<file path="src/rtl/ctrl_pkg.sv">
// Shared opcode/funct codes, control-field encodings, FSM states and the
// decoded control word used by the multicycle controller.
package ctrl_pkg;

  localparam logic [3:0] OP_HALT  = 4'b0000;
  localparam logic [3:0] OP_ANDI  = 4'b0001;
  localparam logic [3:0] OP_ORI   = 4'b0010;
  localparam logic [3:0] OP_BGT   = 4'b0100;
  localparam logic [3:0] OP_BLT   = 4'b0101;
  localparam logic [3:0] OP_BEQ   = 4'b0110;
  localparam logic [3:0] OP_JMP   = 4'b0111;
  localparam logic [3:0] OP_LW    = 4'b1010;
  localparam logic [3:0] OP_SW    = 4'b1011;
  localparam logic [3:0] OP_ATYPE = 4'b1111;

  localparam logic [1:0] FN_ALU = 2'b00;
  localparam logic [1:0] FN_MUL = 2'b01;
  localparam logic [1:0] FN_DIV = 2'b10;

  localparam logic [1:0] ALU_ADD = 2'b00;
  localparam logic [1:0] ALU_SUB = 2'b01;
  localparam logic [1:0] ALU_AND = 2'b10;
  localparam logic [1:0] ALU_OR  = 2'b11;

  localparam logic [1:0] RW_NONE  = 2'b00;
  localparam logic [1:0] RW_RD    = 2'b01;
  localparam logic [1:0] RW_RD_R0 = 2'b10;

  localparam logic [1:0] JB_NONE   = 2'b00;
  localparam logic [1:0] JB_BRANCH = 2'b01;
  localparam logic [1:0] JB_JUMP   = 2'b10;

  typedef enum logic [2:0] {
    S_FETCH,
    S_DECODE,
    S_EXEC,
    S_MDWAIT,
    S_MEM,
    S_WB,
    S_HALTED
  } state_t;

  typedef struct packed {
    logic       alu_src;
    logic       alu_b_type;
    logic       zero_ext;
    logic [1:0] alu_ctrl;
    logic [1:0] jump_branch;
    logic       is_lw;
    logic       is_sw;
    logic       is_muldiv;
    logic       is_halt;
    logic       legal;
  } ctrl_word_t;

endpackage

</file>
<file path="src/rtl/ctrl_decode.sv">
// Combinational opcode/funct decode into a control word plus legal flag.
// Opcodes wider than 4 bits compare against the zero-extended table.
module ctrl_decode
  import ctrl_pkg::*;
#(
  parameter int OPCODE_W = 4,
  parameter int FUNCT_W  = 2
) (
  input  logic [OPCODE_W-1:0] i_opcode,
  input  logic [FUNCT_W-1:0]  i_funct,
  output ctrl_word_t          o_ctrl
);

  always_comb begin
    o_ctrl             = '0;
    o_ctrl.alu_ctrl    = ALU_ADD;
    o_ctrl.jump_branch = JB_NONE;
    o_ctrl.legal       = 1'b1;
    case (i_opcode)
      OPCODE_W'(OP_ATYPE): begin
        o_ctrl.alu_b_type = 1'b1;
        case (i_funct)
          FUNCT_W'(FN_MUL), FUNCT_W'(FN_DIV): o_ctrl.is_muldiv = 1'b1;
          FUNCT_W'(FN_ALU):                   o_ctrl.is_muldiv = 1'b0;
          default:                            o_ctrl.is_muldiv = 1'b0;
        endcase
      end
      OPCODE_W'(OP_ANDI): begin
        o_ctrl.alu_src  = 1'b1;
        o_ctrl.zero_ext = 1'b1;
        o_ctrl.alu_ctrl = ALU_AND;
      end
      OPCODE_W'(OP_ORI): begin
        o_ctrl.alu_src  = 1'b1;
        o_ctrl.zero_ext = 1'b1;
        o_ctrl.alu_ctrl = ALU_OR;
      end
      OPCODE_W'(OP_LW): begin
        o_ctrl.alu_src = 1'b1;
        o_ctrl.is_lw   = 1'b1;
      end
      OPCODE_W'(OP_SW): begin
        o_ctrl.alu_src = 1'b1;
        o_ctrl.is_sw   = 1'b1;
      end
      OPCODE_W'(OP_BLT), OPCODE_W'(OP_BGT), OPCODE_W'(OP_BEQ): begin
        o_ctrl.alu_ctrl    = ALU_SUB;
        o_ctrl.jump_branch = JB_BRANCH;
      end
      OPCODE_W'(OP_JMP):  o_ctrl.jump_branch = JB_JUMP;
      OPCODE_W'(OP_HALT): o_ctrl.is_halt     = 1'b1;
      default:            o_ctrl.legal       = 1'b0;
    endcase
  end

endmodule

</file>
<file path="src/rtl/multicycle_control.sv">
// Multicycle FSM controller: FETCH/DECODE/EXEC/MDWAIT/MEM/WB/HALTED.
// Define CTRL_MDDONE_EN to add the mdDone early-exit input for MDWAIT.
module multicycle_control
  import ctrl_pkg::*;
#(
  parameter int OPCODE_W      = 4,
  parameter int FUNCT_W       = 2,
  parameter int MULDIV_CYCLES = 16
) (
  input  logic                clk,
  input  logic                rst,
  input  logic [OPCODE_W-1:0] opcode,
  input  logic [FUNCT_W-1:0]  multiDiv,
  input  logic                memReady,
`ifdef CTRL_MDDONE_EN
  input  logic                mdDone,
`endif
  output logic                pcWrite,
  output logic                irWrite,
  output logic                aluSrc,
  output logic                aluBType,
  output logic                zeroExtendFlag,
  output logic [1:0]          aluControl,
  output logic                memRead,
  output logic                memWrite,
  output logic                memToReg,
  output logic [1:0]          regWrite,
  output logic [1:0]          jumpBranch,
  output logic                mdStart,
  output logic                busy,
  output logic                halted,
  output logic                illegalOp
);

  localparam int CNT_W = $clog2(MULDIV_CYCLES + 1);
  localparam logic [CNT_W-1:0] CNT_LOAD = CNT_W'(MULDIV_CYCLES);
  localparam logic [CNT_W-1:0] CNT_ONE  = CNT_W'(1);

  state_t              r_state;
  state_t              w_state_next;
  logic [CNT_W-1:0]    r_count;
  logic [CNT_W-1:0]    w_count_next;
  logic [OPCODE_W-1:0] r_opcode;
  logic [FUNCT_W-1:0]  r_funct;
  logic [OPCODE_W-1:0] w_dec_op;
  logic [FUNCT_W-1:0]  w_dec_fn;
  logic                w_md_done;
  ctrl_word_t          w_ctrl;

`ifdef CTRL_MDDONE_EN
  assign w_md_done = mdDone;
`else
  assign w_md_done = 1'b0;
`endif

  // DECODE looks at the live instruction; every later state uses the latched copy.
  assign w_dec_op = (r_state == S_DECODE) ? opcode   : r_opcode;
  assign w_dec_fn = (r_state == S_DECODE) ? multiDiv : r_funct;

  ctrl_decode #(
    .OPCODE_W (OPCODE_W),
    .FUNCT_W  (FUNCT_W)
  ) u_decode (
    .i_opcode (w_dec_op),
    .i_funct  (w_dec_fn),
    .o_ctrl   (w_ctrl)
  );

  always_ff @(posedge clk) begin
    if (rst) begin
      r_state  <= S_FETCH;
      r_count  <= '0;
      r_opcode <= '0;
      r_funct  <= '0;
    end else begin
      r_state <= w_state_next;
      r_count <= w_count_next;
      if (r_state == S_DECODE) begin
        r_opcode <= opcode;
        r_funct  <= multiDiv;
      end
    end
  end

  // Outputs are forced low for the whole reset interval, FETCH included.
  always_comb begin
    w_state_next   = r_state;
    w_count_next   = r_count;
    pcWrite        = 1'b0;
    irWrite        = 1'b0;
    aluSrc         = 1'b0;
    aluBType       = 1'b0;
    zeroExtendFlag = 1'b0;
    aluControl     = ALU_ADD;
    memRead        = 1'b0;
    memWrite       = 1'b0;
    memToReg       = 1'b0;
    regWrite       = RW_NONE;
    jumpBranch     = JB_NONE;
    mdStart        = 1'b0;
    busy           = 1'b0;
    halted         = 1'b0;
    illegalOp      = 1'b0;
    if (!rst) begin
      case (r_state)
        S_FETCH: begin
          irWrite      = 1'b1;
          pcWrite      = 1'b1;
          w_state_next = S_DECODE;
        end
        S_DECODE: begin
          if (!w_ctrl.legal) begin
            illegalOp    = 1'b1;
            w_state_next = S_FETCH;
          end else if (w_ctrl.is_halt) begin
            w_state_next = S_HALTED;
          end else begin
            w_state_next = S_EXEC;
          end
        end
        S_EXEC: begin
          aluSrc         = w_ctrl.alu_src;
          aluBType       = w_ctrl.alu_b_type;
          zeroExtendFlag = w_ctrl.zero_ext;
          aluControl     = w_ctrl.alu_ctrl;
          jumpBranch     = w_ctrl.jump_branch;
          if (w_ctrl.jump_branch != JB_NONE) begin
            pcWrite      = 1'b1;
            w_state_next = S_FETCH;
          end else if (w_ctrl.is_muldiv) begin
            mdStart      = 1'b1;
            w_count_next = CNT_LOAD;
            w_state_next = S_MDWAIT;
          end else if (w_ctrl.is_lw || w_ctrl.is_sw) begin
            w_state_next = S_MEM;
          end else begin
            w_state_next = S_WB;
          end
        end
        S_MDWAIT: begin
          busy = 1'b1;
          if (w_md_done || r_count <= CNT_ONE) begin
            w_count_next = '0;
            w_state_next = S_WB;
          end else begin
            w_count_next = r_count - CNT_ONE;
          end
        end
        S_MEM: begin
          memRead  = w_ctrl.is_lw;
          memWrite = w_ctrl.is_sw;
          busy     = !memReady;
          if (memReady) w_state_next = w_ctrl.is_lw ? S_WB : S_FETCH;
        end
        S_WB: begin
          regWrite     = w_ctrl.is_muldiv ? RW_RD_R0 : RW_RD;
          memToReg     = w_ctrl.is_lw;
          w_state_next = S_FETCH;
        end
        S_HALTED: halted = 1'b1;
        default:  w_state_next = S_FETCH;
      endcase
    end
  end

endmodule
</file>
<file path="config.mk">
export PLATFORM = sky130hd
export DESIGN_NAME = multicycle_control
export DESIGN_NICKNAME = d
export VERILOG_FILES = /design/src/rtl/ctrl_pkg.sv /design/src/rtl/ctrl_decode.sv /design/src/rtl/multicycle_control.sv
export SDC_FILE = /design/constraint.sdc
export NUM_CORES = 1
export LEC_CHECK = 0
export ABC_AREA = 1
export CELL_PAD_IN_SITES_DETAIL_PLACEMENT = 0
export CELL_PAD_IN_SITES_GLOBAL_PLACEMENT = 1
export CORE_MARGIN = 4
export CORE_UTILIZATION = 37
export CTS_CLUSTER_SIZE = 40
export DETAILED_ROUTE_END_ITERATION = 12
export DONT_BUFFER_PORTS = 1
export PLACE_DENSITY_LB_ADDON = 0.1
export SYNTH_ARGS = -nofsm -noshare
export SYNTH_HDL_FRONTEND = slang
export SYNTH_SLANG_ARGS = --single-unit
</file>
<file path="constraint.sdc">
create_clock -name clk -period 2.75 [get_ports clk]
set_input_delay 0.1375 -clock clk [delete_from_list [all_inputs] [get_ports clk]]
set_output_delay 0.1375 -clock clk [all_outputs]
set_load 0.005 [all_outputs]
</file>
* Word level (Yosys, flattened, before mapping)
Cells that the tools add are included.
** Storage, ports and cells
- Bits in registers :: 14
- Input bits :: 9
** Operators by class
- Muxes and demuxes :: 61
- Magnitude comparators :: 1
- Reduce and logical (&&, ||, !) cells :: 13
- Bitwise operators :: 1
- Add/sub/neg operators :: 1
- Equality and inequality tests :: 21
** Operators with widths (count)
- 1-bit two-way mux :: 36
- 3-bit two-way mux :: 7
- 3-bit one-hot mux with 6 select lines :: 1
- 4-bit by 3-bit == test with 1-bit output, second input constant :: 4
- 2-bit two-way mux :: 8
- 5-bit two-way mux :: 3
- 4-bit == test, second input constant :: 3
- 5-bit one-hot mux with 2 select lines :: 1
- 10-bit OR reduction :: 1
- 3-bit == test, second input constant :: 3
- 2-bit inequality test, second input constant :: 4
- 3-bit by 2-bit == test with 1-bit output, second input constant :: 2
- 2-bit one-hot mux with 3 select lines :: 1
- 3-bit AND reduction :: 2
- 5-bit by 1-bit less-or-equal comparator with 1-bit output, second input constant :: 1
- 5-bit by 1-bit subtractor with 5-bit output, second input constant :: 1
- 4-bit by 1-bit == test with 1-bit output, second input constant :: 1
- 4-bit by 2-bit == test with 1-bit output, second input constant :: 1
- 4-bit zero test :: 1
- 4-bit two-way mux :: 1
- 1-bit one-hot mux with 2 select lines :: 2
- 2-bit one-hot mux with 2 select lines :: 1
- 2-bit nonzero test :: 2
- 2-bit OR reduction :: 2
- 9 further kinds :: 9

* Logic depth before layout (Yosys ltp)
- Word-level depth :: 10
- Depth in mapped cells :: 15

* Cells and area by module
A second synthesis with hierarchy kept.
** Second synthesis, totals
- Cell total of the unflattened synthesis :: 192
- Area, all modules :: 1148.6 um^2
** By module, submodules not included
- multicycle_control :: times used 1, cells each 161, seq. area each 280.3 um^2, area an instance 1002.2 um^2
- ctrl_decode :: times used 1, cells each 31, seq. area each 0.0 um^2, area an instance 146.4 um^2

* Least setup slack after synthesis
OpenSTA, ideal clock, no wires.
- Kind :: register to output
- Start :: register r_state[0]
- End :: output port illegalOp
- Arrival :: 1.406 ns
- Stages on the path, launching flop included :: 11
- Path buffers :: 0
- Required time :: 2.612 ns
- Setup slack :: 1.206 ns
- Cell sequence :: dfxtp_1 inv_2 nor2_2 nand3_1 nand2_4 nand2_2 nand3_2 nand2_1 inv_2 nand2_1 nor3_1
** Between the ends
- Word-level cells in the longest chain between the ends :: 8
- Elaborated cells on any way between the ends :: 17
** RTL lines
- from (decl) :: line multicycle_control.sv:39 : state_t r_state;
- from (signal assigned) :: line multicycle_control.sv:76 : r_state <= w_state_next;
- 3-bit by 1-bit == test with 1-bit output * :: line multicycle_control.sv:57, multicycle_control.sv:105
- 4-bit two-way mux
- 4-bit == test (tied with other cells) :: line ctrl_decode.sv:19 : case (i_opcode)
- 10-bit OR reduction (no source line)
- 1-bit two-way mux :: line ctrl_decode.sv:19
- 1-bit two-way mux :: line multicycle_control.sv:112 : if (!w_ctrl.legal) begin
- 1-bit two-way mux * :: line multicycle_control.sv:105 : case (r_state)
- 1-bit two-way mux * :: line multicycle_control.sv:104 : if (!rst) begin
- to (decl) :: line multicycle_control.sv:32 : output logic illegalOp
Mark *: on every way between the ends. The rest lies on a longest branch, timed or not.

* Worst setup path in the final report
- Start :: register r_state[2]
- End :: output port aluControl[0]
** Between the ends
- Word-level cells in the longest chain between the ends :: 7
- Elaborated cells on any way between the ends :: 12
** RTL lines
- 3-bit by 1-bit == test with 1-bit output :: line multicycle_control.sv:57 : assign w_dec_op = (r_state == S_DECODE) ? opcode : r_opcode;
- 4-bit two-way mux
- 4-bit by 3-bit == test with 1-bit output :: line ctrl_decode.sv:19
- 3-bit OR reduction
- 2-bit one-hot mux with 3 select lines :: line ctrl_decode.sv:19
- 2-bit two-way mux * :: line multicycle_control.sv:105
- 2-bit two-way mux * :: line multicycle_control.sv:104
- to (decl) :: line multicycle_control.sv:23 : output logic [1:0] aluControl,
Marks and branches as above.

==> summary.md <==
| Metric | Value |
|---|---|
| Run status | completed |
| Leakage dissipation | 0.000574 uW |
| Total die area | 4180 um^2 |
| Complex-gate fraction of the synthesized area | under 10% |
| Pin count of the biggest net entering global routing | 17 |
| Ys flop type | dfxtp_1 |
| CTS tree | yes |
| VDD IR max | around 0.00059 V |
| Remaining DRCs | 0 |
| Synth Area in XOR/XNOR | 1.47% |
| Antenna Nets Post-Route | 0 |
| Number of global-route vias before repair | 1,149 |
| Drt total wl | 3100 um |
| Place WS | between 0.7 and 0.8 ns |
| Final worst-path cycle share | 81.6% |
| Synthesized cell area | 1190 um^2 |
| Placed insts | ~230 |
| CP required | ~2.6 ns |
| Ports | 27 |
| Gr usage total | between 10% and 20% |
| First-pass DRT Iterations | 4 |
| Pwr Density | 1090 nW/um^2 |
| Via count | 1,150 |
| Type of the most critical hold path | input pin to flip-flop |
| # setup viols final | 0 |
| Area leader, netlist | dfxtp_1 |
| Max-cap viol count | 0 |
| Initial antenna violation count | 0 |
| Area contributors post-synth | dfxtp_1, nand2_1, nand3_1 |
| Top delay family on crit path | simple AND/OR/NAND/NOR gates |
| Final Non-Filler Cells | between 200 and 250 |
| Clk_lat worst skew | between 0.2 and 0.3 ns |
| Netlist cell types | 34 |
| Clock Tree Root | clkbuf_4 |
| RSZ-0062 raised after global routing | no |
| Crit path kind | flip-flop to output port |
| Routability Congestion | 0.814 |
| WL/cell | between 10 and 15 um |
| Reg-to-reg startpoint | r_state[2] |
| Clock skew | 0.00529 ns |
| Final hold violation count | 0 |
| Slowest CP cell | dfxtp_1 |
| R2r endpoint | r_state[1] |
| Worst setup path endpoint | aluControl[0] |
| Initial core utilization | 38.9% |
| CP startpoint kind | flip-flop |
| Dpl hpwl | 2500 um |
| Post-route worst setup slack | 0.506 ns |
| Port Buffer Count | 0 |
| Mapped Nets | 197 |
| P&R area growth vs syn | 5.68% |
| Final nets | 199 |
| Core Rows | 20 |
| Relative slew slack | 66.1% |
| Fill cell count | 360 |
| Post-synth EDFFs | 0 |
| Clock slew at reported path FFs | 0.09 ns |
| Die Height | between 60 and 70 um |
| Worst path bufs/invs | 1 |
| Slew Limit Fails | 0 |
| Reg2Reg Setup Slack | 0.84 ns |
| Crit path depth | 7 |
| Worst-Margin Slew | 0.507 ns |
| Crit-path max FO | 16 |
| Syn_area_per_cell | roughly 6.4 um^2 |
| Setup TNS | 0 ns |
| Cells on Worst Hold Path | 3 |
| Synth warn | 0 |
| Critical Path Sink Type | output port |
| #FFs+latches synth | 14 |
| Resize count post-CTS | 0 |
| Gr ovfl total | 0 |
| Fmax | 0.446 GHz |
| Multi-input gate area | 756 um^2 |
| Most used cell, CP | nand2_1 |
| CP startpoint | r_state[2] |
| Worst R2R Path Depth | 13 |
| Main combinational cell family by area after synthesis | simple AND/OR/NAND/NOR gates |
| Critical path data arrival time | 2.11 ns |
| Worst path max stage delay | 0.57 ns |
| Routed vias/inst | 4.98 |
| Mux cell area share after synthesis | 0% |
| Proportion of layout cells with a drive suffix above 1 | 20.3% |
| Inserted Diodes | 0 |
| Core Area | a little over 3000 um^2 |
| Asr flop ratio synth | 0% |
| Cell count after synthesis | 186 |
| TritonCTS sink count | 14 |
| Reg area | approximately 280 um^2 |
| TritonCTS Buffers | 3 |
| Maximum root-to-sink buffer count | 2 |
| Minimum clock period | 2.24 ns |
| Post-Synth Simple-Gate Area | between 50% and 60% |
| Htree depth | 1 |
| Synth top area share | 23.6% |
| Postcts setup bufs | 0 |
| DRT iter0 DRCs | 53 |
| Total chip power | 1370 uW |
| Seq/Total Area, Yosys | between 20% and 30% |
| CP Cell Sequence | clkinv_4, nand3_4, nand2_1, nand2_1, nand2_1, nor3_1, a31o_1 |
| Adder-cell share of the synthesized area | 2.11% |
| First-pass GRT wire length | roughly 5400 um |
| Chip width | 64.7 um |
[worst min path at each step]
stage	startpoint	endpoint	slack, ns
detailed placement	rst	r_count[2]	0.21
floorplan	multiDiv[1]	r_funct[1]	0.30
finish	rst	r_state[2]	0.02
global route	rst	r_state[2]	0.02
CTS	rst	r_state[2]	0.01
global placement	rst	r_count[1]	0.21
[timing repair]
action / 4_1_cts / 5_1_grt
endpoints found under the setup margin: 0 / 0
endpoints found under the hold margin: 11 / 0
hold buffers: 1 / 0
[cells by family after synthesis]
group                    Yosys count
AND/OR/NAND/NOR                  120
buffers and inverters             33
AO/OA/AOI/OAI                     15
flip-flops                        14
XOR/XNOR                           2
adder cells (fa/ha/maj)            2
[per-layer routing]
metal | share of wire (%) | vias to the layer above | global-route usage [%]
li1 | - | 602 | -
met1 | 46 | 521 | 20.5
met2 | 48 | 23 | 27.2
met3 | 4.7 | 4 | 5.72
met4 | 1.2 | 0 | 3.17
met5 | 0 | - | 0
[area by class of cell]
type / instances / share of cell area [%]
Sequential cell: 14 / 22.3
Inverter: 29 / 9.46
Tap cell: 44 / 4.38
Clock buffer: 4 / 2.89
Timing Repair Buffer: 1 / 0.797
Multi-Input combinational cell: 139 / 60.2
[power by group]
part	leakage, uW	switching (uW)	internal [uW]	total, uW
clock network	0.0000210	71.4	80.5	152
logic	0.000438	618	269	887
registers	0.000114	72.5	263	336
total	0.000574	762	613	1370
[through the flow]
stage / util [%] / cell area [um^2] / hold WS, ns
floorplan: - / 1190 / 0.302
global placement: 39.6 / 1210 / 0.210
detailed placement: 39.6 / 1210 / 0.213
CTS: 41.1 / 1260 / 0.0120
global route: 41.1 / 1260 / 0.0167
finish: 41.1 / 1260 / 0.0214
[flip-flops by register name (all words and copies together) (netlist names)]
name / count
r_count: 5
r_opcode: 4
r_state: 3
r_funct: 2
[placed cells by master, fill, tap and decap left out, drive strengths merged]
cell,synthesis,layout
nand2,47,47
nor2,34,34
nand3,29,29
inv,26,26
dfxtp,14,14
a21oi,9,9
nor3,5,5
clkbuf,1,4
clkinv,3,3
o21ai,3,3
nand4,2,2
nor4,2,2
ha,2,2
a31o,1,1
o211ai,1,1
a211oi,1,1
or2,1,1
xnor2,1,1
xor2,1,1
dlygate4sd3,0,1
[cell usage after synthesis (2+ instances only)]
cell,n
inv_2,5
a21oi_1,8
nand2_4,3
inv_4,2
inv_1,19
ha_1,2
nand3_1,25
clkinv_1,2
nor4_1,2
nand2_1,34
nand3_2,3
buf_6,2
nand2_2,10
dfxtp_1,14
nor2_2,3
nor3_1,4
nor2_1,28
nor2_4,3
nand4_1,2
[worst register-to-register path: cells and delay by family (launching register included)]
family	cells	cell delay (ns)
flops	1	0.57
buf+inv	3	0.26
simple gates	10	1.00
No activity file was read; power rests on OpenSTA's default activity.
